File: config.mk
export PLATFORM = sky130hd
export DESIGN_NAME = cam_capture_wbuf
export DESIGN_NICKNAME = d
export VERILOG_FILES = /design/src/rtl/cam_pkg.sv /design/src/rtl/sync_fifo.sv /design/src/rtl/cam_capture_wbuf.sv
export SDC_FILE = /design/constraint.sdc
export NUM_CORES = 1
export LEC_CHECK = 0
export ABC_AREA = 1
export BUFFER_PORTS_ARGS = -buffer_cell sky130_fd_sc_hd__clkbuf_2
export CAP_MARGIN = 10
export CORE_MARGIN = 4
export CORE_UTILIZATION = 45
export CTS_CLUSTER_SIZE = 16
export DETAILED_ROUTE_END_ITERATION = 16
export HOLD_SLACK_MARGIN = 0.02
export PLACE_DENSITY = 0.7
export SETUP_SLACK_MARGIN = 0.3
export SYNTH_ARGS = -nofsm -noshare
export SYNTH_HDL_FRONTEND = slang
export SYNTH_HIERARCHICAL = 1
export SYNTH_SLANG_ARGS = --single-unit
export TNS_END_PERCENT = 50
File: constraint.sdc
create_clock -name CLK -period 5.6 [get_ports CLK]
set_input_delay 0.84 -clock CLK [delete_from_list [all_inputs] [get_ports CLK]]
set_output_delay 0.84 -clock CLK [all_outputs]
set_load 0.01 [all_outputs]
File: src/rtl/cam_pkg.sv
// Shared types and constants for the camera capture path.
package cam_pkg;

  localparam int unsigned AW_DEF = 21;
  localparam int unsigned PIX_W  = 16;

  typedef enum logic [2:0] {
    IDLE,
    ARM,
    RUN,
    ASRT,
    HOLD,
    DEAS
  } state_e;

endpackage

File: src/rtl/sync_fifo.sv
// Single-clock FIFO with flush; a push on a full FIFO is taken only when a pop frees a slot.
module sync_fifo #(
  parameter int unsigned WIDTH = 16,
  parameter int unsigned DEPTH = 16
) (
  input  logic                     clk_i,
  input  logic                     rst_i,
  input  logic                     push_i,
  input  logic                     pop_i,
  input  logic                     flush_i,
  input  logic [WIDTH-1:0]         wdata_i,
  output logic [WIDTH-1:0]         rdata_o,
  output logic                     full_o,
  output logic                     empty_o,
  output logic [$clog2(DEPTH):0]   level_o
);

  localparam int unsigned PW = $clog2(DEPTH);
  localparam int unsigned LW = PW + 1;

  logic [WIDTH-1:0] mem [DEPTH];
  logic [PW-1:0]    wptr_q, rptr_q;
  logic [LW-1:0]    count_q;
  logic             do_push, do_pop;

  assign full_o  = (count_q == LW'(DEPTH));
  assign empty_o = (count_q == '0);
  assign level_o = count_q;
  assign rdata_o = mem[rptr_q];
  assign do_pop  = pop_i && !empty_o;
  assign do_push = push_i && (!full_o || do_pop);

  always_ff @(posedge clk_i or posedge rst_i) begin
    if (rst_i) begin
      wptr_q  <= '0;
      rptr_q  <= '0;
      count_q <= '0;
    end else if (flush_i) begin
      wptr_q  <= '0;
      rptr_q  <= '0;
      count_q <= '0;
    end else begin
      if (do_push) wptr_q <= wptr_q + PW'(1);
      if (do_pop)  rptr_q <= rptr_q + PW'(1);
      count_q <= count_q + LW'(do_push) - LW'(do_pop);
    end
  end

  // Storage carries no reset; only entries below the level are ever read.
  always_ff @(posedge clk_i) begin
    if (do_push && !flush_i) mem[wptr_q] <= wdata_i;
  end

endmodule

File: src/rtl/cam_capture_wbuf.sv
// Buffers a VSYNC-framed pixel stream and writes it word by word into the
// SDRAM camera port using an asrt/hold/deas handshake.
module cam_capture_wbuf
  import cam_pkg::*;
#(
  parameter int unsigned FIFO_DEPTH = 16,
  parameter int unsigned HOLD_CYC   = 2,
  parameter int unsigned AW         = AW_DEF
) (
  input  logic             CLK,
  input  logic             RST,
  input  logic             ENABLE,
  input  logic [AW-1:0]    BASE_ADDR,
  input  logic [AW-1:0]    FRAME_WORDS,
  input  logic             VSYNC,
  input  logic             PIX_VALID,
  input  logic [PIX_W-1:0] PIX_DATA,
  input  logic             CMEMRDY,
  output logic [AW-1:0]    CMEMADDR,
  output logic [PIX_W-1:0] CMEMDOUT,
  output logic             CMEMnWE_asrt,
  output logic             CMEMnWE_deas,
  input  logic             OVF_CLR,
  output logic             OVERFLOW,
  output logic             FRAME_DONE,
  output logic             BUSY
);

  localparam int unsigned LW  = $clog2(FIFO_DEPTH) + 1;
  localparam int unsigned HCW = (HOLD_CYC > 1) ? $clog2(HOLD_CYC) : 1;

  state_e           state_q, state_d;
  logic             vsync_q;
  logic [AW-1:0]    base_q, base_d, fw_q, fw_d;
  logic [AW-1:0]    acc_q, acc_d, wr_q, wr_d;
  logic [HCW-1:0]   hold_q, hold_d;
  logic             resync_q, resync_d;
  logic [AW-1:0]    addr_q, addr_d;
  logic [PIX_W-1:0] dout_q, dout_d;
  logic             asrt_q, asrt_d, deas_q, deas_d, done_q, done_d;
  logic             ovf_q, ovf_d, busy_q, busy_d;

  logic             rise_c, load_c, in_frame_c, accept_c, push_req_c, ovf_set_c;
  logic             f_pop, f_full, f_empty;
  logic [PIX_W-1:0] f_head;
  logic [LW-1:0]    f_level;

  sync_fifo #(.WIDTH(PIX_W), .DEPTH(FIFO_DEPTH)) u_fifo (
    .clk_i   (CLK),
    .rst_i   (RST),
    .push_i  (push_req_c),
    .pop_i   (f_pop),
    .flush_i (load_c),
    .wdata_i (PIX_DATA),
    .rdata_o (f_head),
    .full_o  (f_full),
    .empty_o (f_empty),
    .level_o (f_level)
  );

  // Next-state, write sequencing and pixel acceptance.
  always_comb begin
    state_d  = state_q;
    base_d   = base_q;
    fw_d     = fw_q;
    acc_d    = acc_q;
    wr_d     = wr_q;
    hold_d   = hold_q;
    resync_d = resync_q;
    addr_d   = addr_q;
    dout_d   = dout_q;
    asrt_d   = 1'b0;
    deas_d   = 1'b0;
    done_d   = 1'b0;
    load_c   = 1'b0;
    f_pop    = 1'b0;
    rise_c   = VSYNC && !vsync_q;

    case (state_q)
      IDLE: if (ENABLE) state_d = ARM;
      ARM: begin
        if (!ENABLE) state_d = IDLE;
        else if (rise_c) begin
          load_c  = 1'b1;
          state_d = RUN;
        end
      end
      RUN: begin
        if (ENABLE && rise_c) load_c = 1'b1;
        else if (!f_empty && CMEMRDY) begin
          state_d = ASRT;
          asrt_d  = 1'b1;
          addr_d  = base_q + wr_q;
          dout_d  = f_head;
        end else if (!ENABLE && f_empty) state_d = IDLE;
      end
      ASRT: begin
        if (ENABLE && rise_c) resync_d = 1'b1;
        if (HOLD_CYC > 1) begin
          state_d = HOLD;
          hold_d  = HCW'(1);
        end else begin
          state_d = DEAS;
          deas_d  = 1'b1;
        end
      end
      HOLD: begin
        if (ENABLE && rise_c) resync_d = 1'b1;
        if (hold_q == HCW'(HOLD_CYC - 1)) begin
          state_d = DEAS;
          deas_d  = 1'b1;
        end else hold_d = hold_q + HCW'(1);
      end
      DEAS: begin
        f_pop    = 1'b1;
        wr_d     = wr_q + AW'(1);
        resync_d = 1'b0;
        // A frame restart requested during the write wins over completion.
        if (ENABLE && (rise_c || resync_q)) begin
          load_c  = 1'b1;
          state_d = RUN;
        end else if (wr_q + AW'(1) == fw_q) begin
          done_d  = 1'b1;
          state_d = ENABLE ? ARM : IDLE;
        end else if (!ENABLE && f_level == LW'(1)) state_d = IDLE;
        else state_d = RUN;
      end
      default: state_d = IDLE;
    endcase

    if (load_c) begin
      base_d   = BASE_ADDR;
      fw_d     = (FRAME_WORDS == '0) ? AW'(1) : FRAME_WORDS;
      acc_d    = '0;
      wr_d     = '0;
      resync_d = 1'b0;
    end

    in_frame_c = (state_q == RUN) || (state_q == ASRT) ||
                 (state_q == HOLD) || (state_q == DEAS);
    accept_c   = in_frame_c && ENABLE && (acc_q < fw_q) && !load_c;
    push_req_c = accept_c && PIX_VALID;
    if (push_req_c) acc_d = acc_q + AW'(1);

    // Dropped pixels still count toward the frame length.
    ovf_set_c = push_req_c && f_full && !f_pop;
    ovf_d     = ovf_set_c ? 1'b1 : (OVF_CLR ? 1'b0 : ovf_q);
    busy_d    = (state_d != IDLE);
  end

  always_ff @(posedge CLK or posedge RST) begin
    if (RST) begin
      state_q  <= IDLE;
      vsync_q  <= 1'b0;
      base_q   <= '0;
      fw_q     <= '0;
      acc_q    <= '0;
      wr_q     <= '0;
      hold_q   <= '0;
      resync_q <= 1'b0;
      addr_q   <= '0;
      dout_q   <= '0;
      asrt_q   <= 1'b0;
      deas_q   <= 1'b0;
      done_q   <= 1'b0;
      ovf_q    <= 1'b0;
      busy_q   <= 1'b0;
    end else begin
      state_q  <= state_d;
      vsync_q  <= VSYNC;
      base_q   <= base_d;
      fw_q     <= fw_d;
      acc_q    <= acc_d;
      wr_q     <= wr_d;
      hold_q   <= hold_d;
      resync_q <= resync_d;
      addr_q   <= addr_d;
      dout_q   <= dout_d;
      asrt_q   <= asrt_d;
      deas_q   <= deas_d;
      done_q   <= done_d;
      ovf_q    <= ovf_d;
      busy_q   <= busy_d;
    end
  end

  assign CMEMADDR     = addr_q;
  assign CMEMDOUT     = dout_q;
  assign CMEMnWE_asrt = asrt_q;
  assign CMEMnWE_deas = deas_q;
  assign OVERFLOW     = ovf_q;
  assign FRAME_DONE   = done_q;
  assign BUSY         = busy_q;

endmodule

======== Word level (Yosys, flattened, before mapping) ========
Memory sizes are Yosys's and may differ from the RTL's. A register that Yosys moved wholly into a read port is not among the register bits.
Cells that the tools add are included.
word-level totals
  flip-flop bits (word level) ............. 129
  bits in writable memories ............... 256
  output and inout bits ................... 42
  word-level logic and storage cells ...... 122
  memories ................................ 1
operators by class
  equal/unequal tests ..................... 9
  reductions and logical operators ........ 40
  $lt $le $gt $ge ......................... 1
  mux-type cells .......................... 45
  bitwise gates (word level) .............. 1
  add/subtract/negate cells ............... 8
memories
  name        depth  width  read ports  clocked after Yosys merged registers in  wr ports  line             text
  u_fifo.mem  16     16     1           1                                        1         sync_fifo.sv:21  logic [WIDTH-1:0] mem [DEPTH];
operator list
  operator                                        number
  two-way mux 21 bit                              5
  adder 21 x 1 -> 21 bit (second input constant)  2
  adder 21 bit                                    1
  == test 21 bit                                  1
  zero test 21 bit                                1
  less-than comparator 21 bit                     1
  two-way mux 1 bit                               21
  two-way mux 3 bit                               7
  one-hot mux 3 bit (6 select lines)              1
  two-way mux 4 bit                               4
  logical AND 1 bit                               15
  nonzero test 2 bit                              6
  adder 4 x 1 -> 4 bit (second input constant)    2
  == test 3 x 2 -> 1 bit (second input constant)  2
  == test 3 bit (second input constant)           2
  zero test 1 bit                                 6
  two-way mux 2 bit                               3
  nonzero test 3 bit                              2
  adder 5 x 1 -> 5 bit                            1
  == test 5 x 1 -> 1 bit (second input constant)  1
  == test 5 bit (second input constant)           1
  zero test 5 bit                                 1
  logical OR 1 bit                                5
  two-way mux 5 bit                               1
  other kinds (11)                                12

======== Longest topological paths before layout ========
  depth in word-level cells ............... 13
  mapped depth ............................ 25
  gate-level depth less buffers ........... 25

======== By module ========
Netlist, hierarchy kept.
modules (own cells, without submodules)
  module            area an instance (um^2)  instances  cells each
  sync_fifo         11707.5                  1          1141
  cam_capture_wbuf  7992.7                   1          1071

======== Worst setup path before layout ========
No wires, ideal clock.
  path kind ............................... input -> register
  start point ............................. in ENABLE
  end point ............................... reg u_fifo.count_q[4], in the netlist u_fifo/level_o[4]
  setup slack ............................. 2310 ps
  required time ........................... 5483 ps
  stages .................................. 19
  arrival time ............................ 3173 ps
  setup time .............................. 117 ps
  cells stage by stage .................... inv_1 -> nor2_1 -> o21ai_0 -> nand2_1 -> nor4_1 -> nand2_1 -> clkinv_1 -> nand2_1 -> inv_1 -> nand2_1 -> nand2_1 -> ha_1 -> fa_1 -> nand2_1 -> nand2_1 -> a21oi_1 -> nand2_1 -> nand2_1 -> nor2_1
on the way
  cells in the longest elaborated chain, start to end .. 10
  elaborated cells between the ends (all ways) .. 15
  those cells by class .................... add/sub (2); mux (5); reduce/logical (8)
ends and longest elaborated chain
  what                                         line                                             text
  start: declaration                           cam_capture_wbuf.sv:12                           input logic ENABLE,
  logical AND 1 bit, on equally long branches  cam_capture_wbuf.sv:119, cam_capture_wbuf.sv:89
  two-way mux 1 bit, on equally long branches  cam_capture_wbuf.sv:119, cam_capture_wbuf.sv:89
  one-hot mux 1 bit (3 select lines)           cam_capture_wbuf.sv:79                           case (state_q)
  zero test 1 bit                              cam_capture_wbuf.sv:141                          accept_c = in_frame_c && ENABLE && (acc_q < fw_q) && !load_c;
  logical AND 1 bit (*)                        cam_capture_wbuf.sv:141
  logical AND 1 bit (*)                        cam_capture_wbuf.sv:142                          push_req_c = accept_c && PIX_VALID;
  via push_req_c                               cam_capture_wbuf.sv:43                           logic rise_c, load_c, in_frame_c, accept_c, push_req_c, ovf_set_c;
  logical AND 1 bit (*)                        sync_fifo.sv:31                                  assign do_push = push_i && (!full_o || do_pop);
  adder 5 x 1 -> 5 bit (*)                     sync_fifo.sv:45                                  count_q <= count_q + LW'(do_push) - LW'(do_pop);
  subtractor 5 x 1 -> 5 bit (*)                sync_fifo.sv:45
  two-way mux 5 bit (*)                        sync_fifo.sv:38                                  end else if (flush_i) begin
  end signal: assignment                       sync_fifo.sv:45
  end: declaration                             sync_fifo.sv:23                                  logic [LW-1:0] count_q;
The timed path passes the listed nets; every way through them passes the cells marked *.
A chain may end at the register's enable or synchronous reset.

======== Worst setup path after layout ========
  start point ............................. reg fw_q[12]
  end point ............................... reg u_fifo.count_q[4], in the netlist u_fifo/level_o[4]
on the way
  cells in the longest elaborated chain, start to end .. 8
ends and longest elaborated chain
  what                             line                     text
  start: declaration               cam_capture_wbuf.sv:34   logic [AW-1:0] base_q, base_d, fw_q, fw_d;
  start signal: assignment         cam_capture_wbuf.sv:172  fw_q <= fw_d;
  less-than comparator 21 bit      cam_capture_wbuf.sv:141
  logical AND 1 bit (2 in series)  cam_capture_wbuf.sv:141
  logical AND 1 bit                cam_capture_wbuf.sv:142
  via push_req_c                   cam_capture_wbuf.sv:43
  logical AND 1 bit                sync_fifo.sv:31
  adder 5 x 1 -> 5 bit             sync_fifo.sv:45
  subtractor 5 x 1 -> 5 bit        sync_fifo.sv:45
  two-way mux 5 bit                sync_fifo.sv:38
The timed path passes the listed nets, and every way through them passes these cells.

==> impl_metrics.env <==
export IMPL_status="finished, final reports clean"
export IMPL_peakVddDrop_mv=0.286
export IMPL_period_needed_ns=3.94
export IMPL_gp_congestion=0.971
export IMPL_ys_ff_latch=401
export IMPL_timing_final_crit_share_pct=70.3
export IMPL_fin_nets=2416
export IMPL_cts_hold_fix_buffers=0
export IMPL_syn_area_sq_mm=0.0197
export IMPL_final_layout_size_suffix_gt1_share_pct=10.3
export IMPL_fmaxAchievable_mhz=254
export IMPL_grt_pass1_vias=15186
export IMPL_grt_ovfl_total=0
export IMPL_grt_use_total_pct=22.5
export IMPL_fp_dieArea_sq_mm=0.0472
export IMPL_yosys_area_top_type_share_pct=39.0
export IMPL_clk_path_buf_depth=3
export IMPL_clockRootBuffer="clkbuf_16"
export IMPL_numPortBuffers=106
export IMPL_core_sq_mm=0.0432
export IMPL_first_iter_violations=1630
export IMPL_finalHoldViolations=0
export IMPL_drtPass1Iterations=6
export IMPL_p_sw_uw=3570
export IMPL_critical_path_depth=26
export IMPL_synth_nets=2331
export IMPL_skew_ns=0.0396
export IMPL_crit_type="flop to flop"
export IMPL_cts_sinks=401
export IMPL_cts_resized=0
export IMPL_tightest_slew_ns=1.19
export IMPL_endpoint_kind="flop"
export IMPL_wl_mm=54.0
export IMPL_crit_top_cell="nand2_1"
export IMPL_rsz0062_at_grt="false"
export IMPL_num_vias=15645
export IMPL_cts_tree="yes"
export IMPL_maxCapViolations=0
export IMPL_crit_path_max_incr_delay_ns=0.42
export IMPL_fp_row_count=76
export IMPL_clk_latency_ns=0.60
export IMPL_clkPwrFrac_pct=30.7
export IMPL_required_ns=6.06
export IMPL_fillers=3960
export IMPL_grt_pass1_wl_mm=83.7
export IMPL_synth_cell_types=46
export IMPL_min_path_type="input pin to asynchronous set/reset pin"
export IMPL_slew_viol_final=0
export IMPL_drc=0
export IMPL_antenna_found_initial=1
export IMPL_synthCells=2212
export IMPL_mostFrequentLayoutCell="nand2_1"
export IMPL_boundaryPins=107
export IMPL_cts_buffers=43
export IMPL_htreeDepth=2
export IMPL_routedWlPerCell_microns=18.5
export IMPL_area_growth_pct=12.5
export IMPL_p_comb_share_pct=29.2
export IMPL_ys_seq_area_share_pct=57.4
export IMPL_p_int_uw=6260
export IMPL_netSwitchingFraction_pct=36.3
export IMPL_p_seq_share_pct=40.1
export IMPL_start_kind="flop"
export IMPL_synthTopCellsByArea="edfxtp_1 39%, dfrtp_1 18%, nand2_1 15%, nand3_1 4.8%, inv_1 4.2%"
export IMPL_reg2regPathDepth=26
export IMPL_dpl_cell_count=2837
export IMPL_slew_headroom_pct=20.4
export IMPL_yosys_area_top_type="edfxtp_1"
export IMPL_start_util_pct=45.6
export IMPL_die_width_microns=217
export IMPL_diodes=0
export IMPL_p_total_uw=9830
export IMPL_post_dp_hpwl_mm=36.4
export IMPL_yosys_warnings=6
export IMPL_arrival_ns=4.40
export IMPL_setup_viol=0
export IMPL_grt_max_degree=102
export IMPL_die_h_microns=217
export IMPL_syn_area_per_cell_sq_um=8.91
export IMPL_worst_path_dominant_cell_family="simple AND/OR/NAND/NOR gates"
export IMPL_ant_nets=0
export IMPL_vias_per_cell=5.37
export IMPL_r2r_slack_ns=1.66
export IMPL_power_density_mw_per_mm2=443
export IMPL_final_cell_mix="782 x nand2_1, 256 x edfxtp_1, 218 x inv_1, 188 x nand3_1, 175 x nor2_1"
export IMPL_setup_tns_ns=0
export IMPL_critPathSlowestCell="fa_1"
export IMPL_p_leak_uw=0.00975
export IMPL_cts_clk_slew_worst_paths_ns=0.06
export IMPL_path_buf_inv=5
export IMPL_postCtsSetupRepairBufs=0
export IMPL_final_cells=2915
export IMPL_critical_path_max_fanout=25
-- final timing paths --
path	startpoint	endpoint
worst max-delay path	fw_q[12]	u_fifo/level_o[4]
worst min-delay path	RST	u_fifo/level_o[3]
worst max register to register	fw_q[12]	u_fifo/level_o[4]
worst min register to register	hold_q	hold_q
max in group asynchronous	RST	base_q[15]
min in group CLK	VSYNC	vsync_q
-- synthesized netlist by cell type, drive strengths merged --
| master | number |
|---|---|
| nor4 | 14 |
| inv | 223 |
| nand2 | 790 |
| o21bai | 2 |
| o211ai | 2 |
| buf | 51 |
| o221ai | 1 |
| nand3b | 1 |
| a21boi | 1 |
| clkbuf | 23 |
| o22ai | 24 |
| nor3 | 19 |
| or2 | 11 |
| nand4 | 24 |
| xor2 | 20 |
| a21o | 1 |
| a21oi | 41 |
| o21ai | 86 |
| fa | 2 |
| a31oi | 11 |
| nor2 | 204 |
| a211oi | 1 |
| ha | 52 |
| edfxtp | 256 |
| xnor3 | 2 |
| dfrtp | 145 |
| xnor2 | 5 |
| nand3 | 190 |
| o31ai | 3 |
| and2 | 4 |
| clkinv | 2 |
| or4 | 1 |
-- area by class of cell --
class | instances | area [sq um] | area share (%)
clock buffers | 57 | 1190 | 5.36
repair buffers | 114 | 591 | 2.66
flip-flops and latches | 401 | 11300 | 51.1
clock inverters | 21 | 315 | 1.42
multi-input cells | 1512 | 7170 | 32.3
inverters | 225 | 852 | 3.84
well taps | 585 | 732 | 3.30
-- registers in the layout, indices dropped and copies added, names as in the netlist, 3 cells and up --
signal / cells
u_fifo/wptr_q: 4
u_fifo/mem: 256
CMEMADDR: 21
base_q: 21
wr_q: 21
u_fifo/rptr_q: 4
state_q: 3
u_fifo/level_o: 5
fw_q: 21
acc_q: 21
CMEMDOUT: 16
-- power by group through the flow --
stage	clock (uW)	sequential [uW]	combinational, uW
final	3020	3940	2870
after global routing	3210	3990	3220
after CTS	3060	3930	2840
after detailed placement	0	3990	2820
after global placement	0	3970	2740
after floorplan	0	3900	1970
-- cells by family (layout without fill, tap and decap cells) --
logic type	Yosys count	after routing	share of synthesized area, %
flip-flops	401	401	57.4
adder cells (fa/ha/maj)	54	54	3.51
XOR/XNOR	27	27	1.34
buffers and inverters	299	417	6.41
AND/OR/NAND/NOR	1258	1258	26.5
AO/OA/AOI/OAI	173	173	4.82
-- per-layer routing --
metal / global-route usage, % / up-vias / share of wire, %
met2: 37.6 / 627 / 47
met1: 29.5 / 7475 / 41
li1: - / 7418 / -
met5: 0 / - / 0
met4: 7.93 / 0 / 3.6
met3: 4.29 / 125 / 7.7
-- through the flow --
step	setup WS [ns]	area, sq um	hold WS [ns]	utilization [%]
finish	1.66	22200	0.348	51.3
global route	1.22	22200	0.373	51.3
CTS	1.71	22200	0.345	51.3
detailed placement	1.42	20700	0.454	47.9
global placement	1.48	20700	0.454	47.9
floorplan	1.23	19700	0.440	-
(Power assumes the default switching activity.)
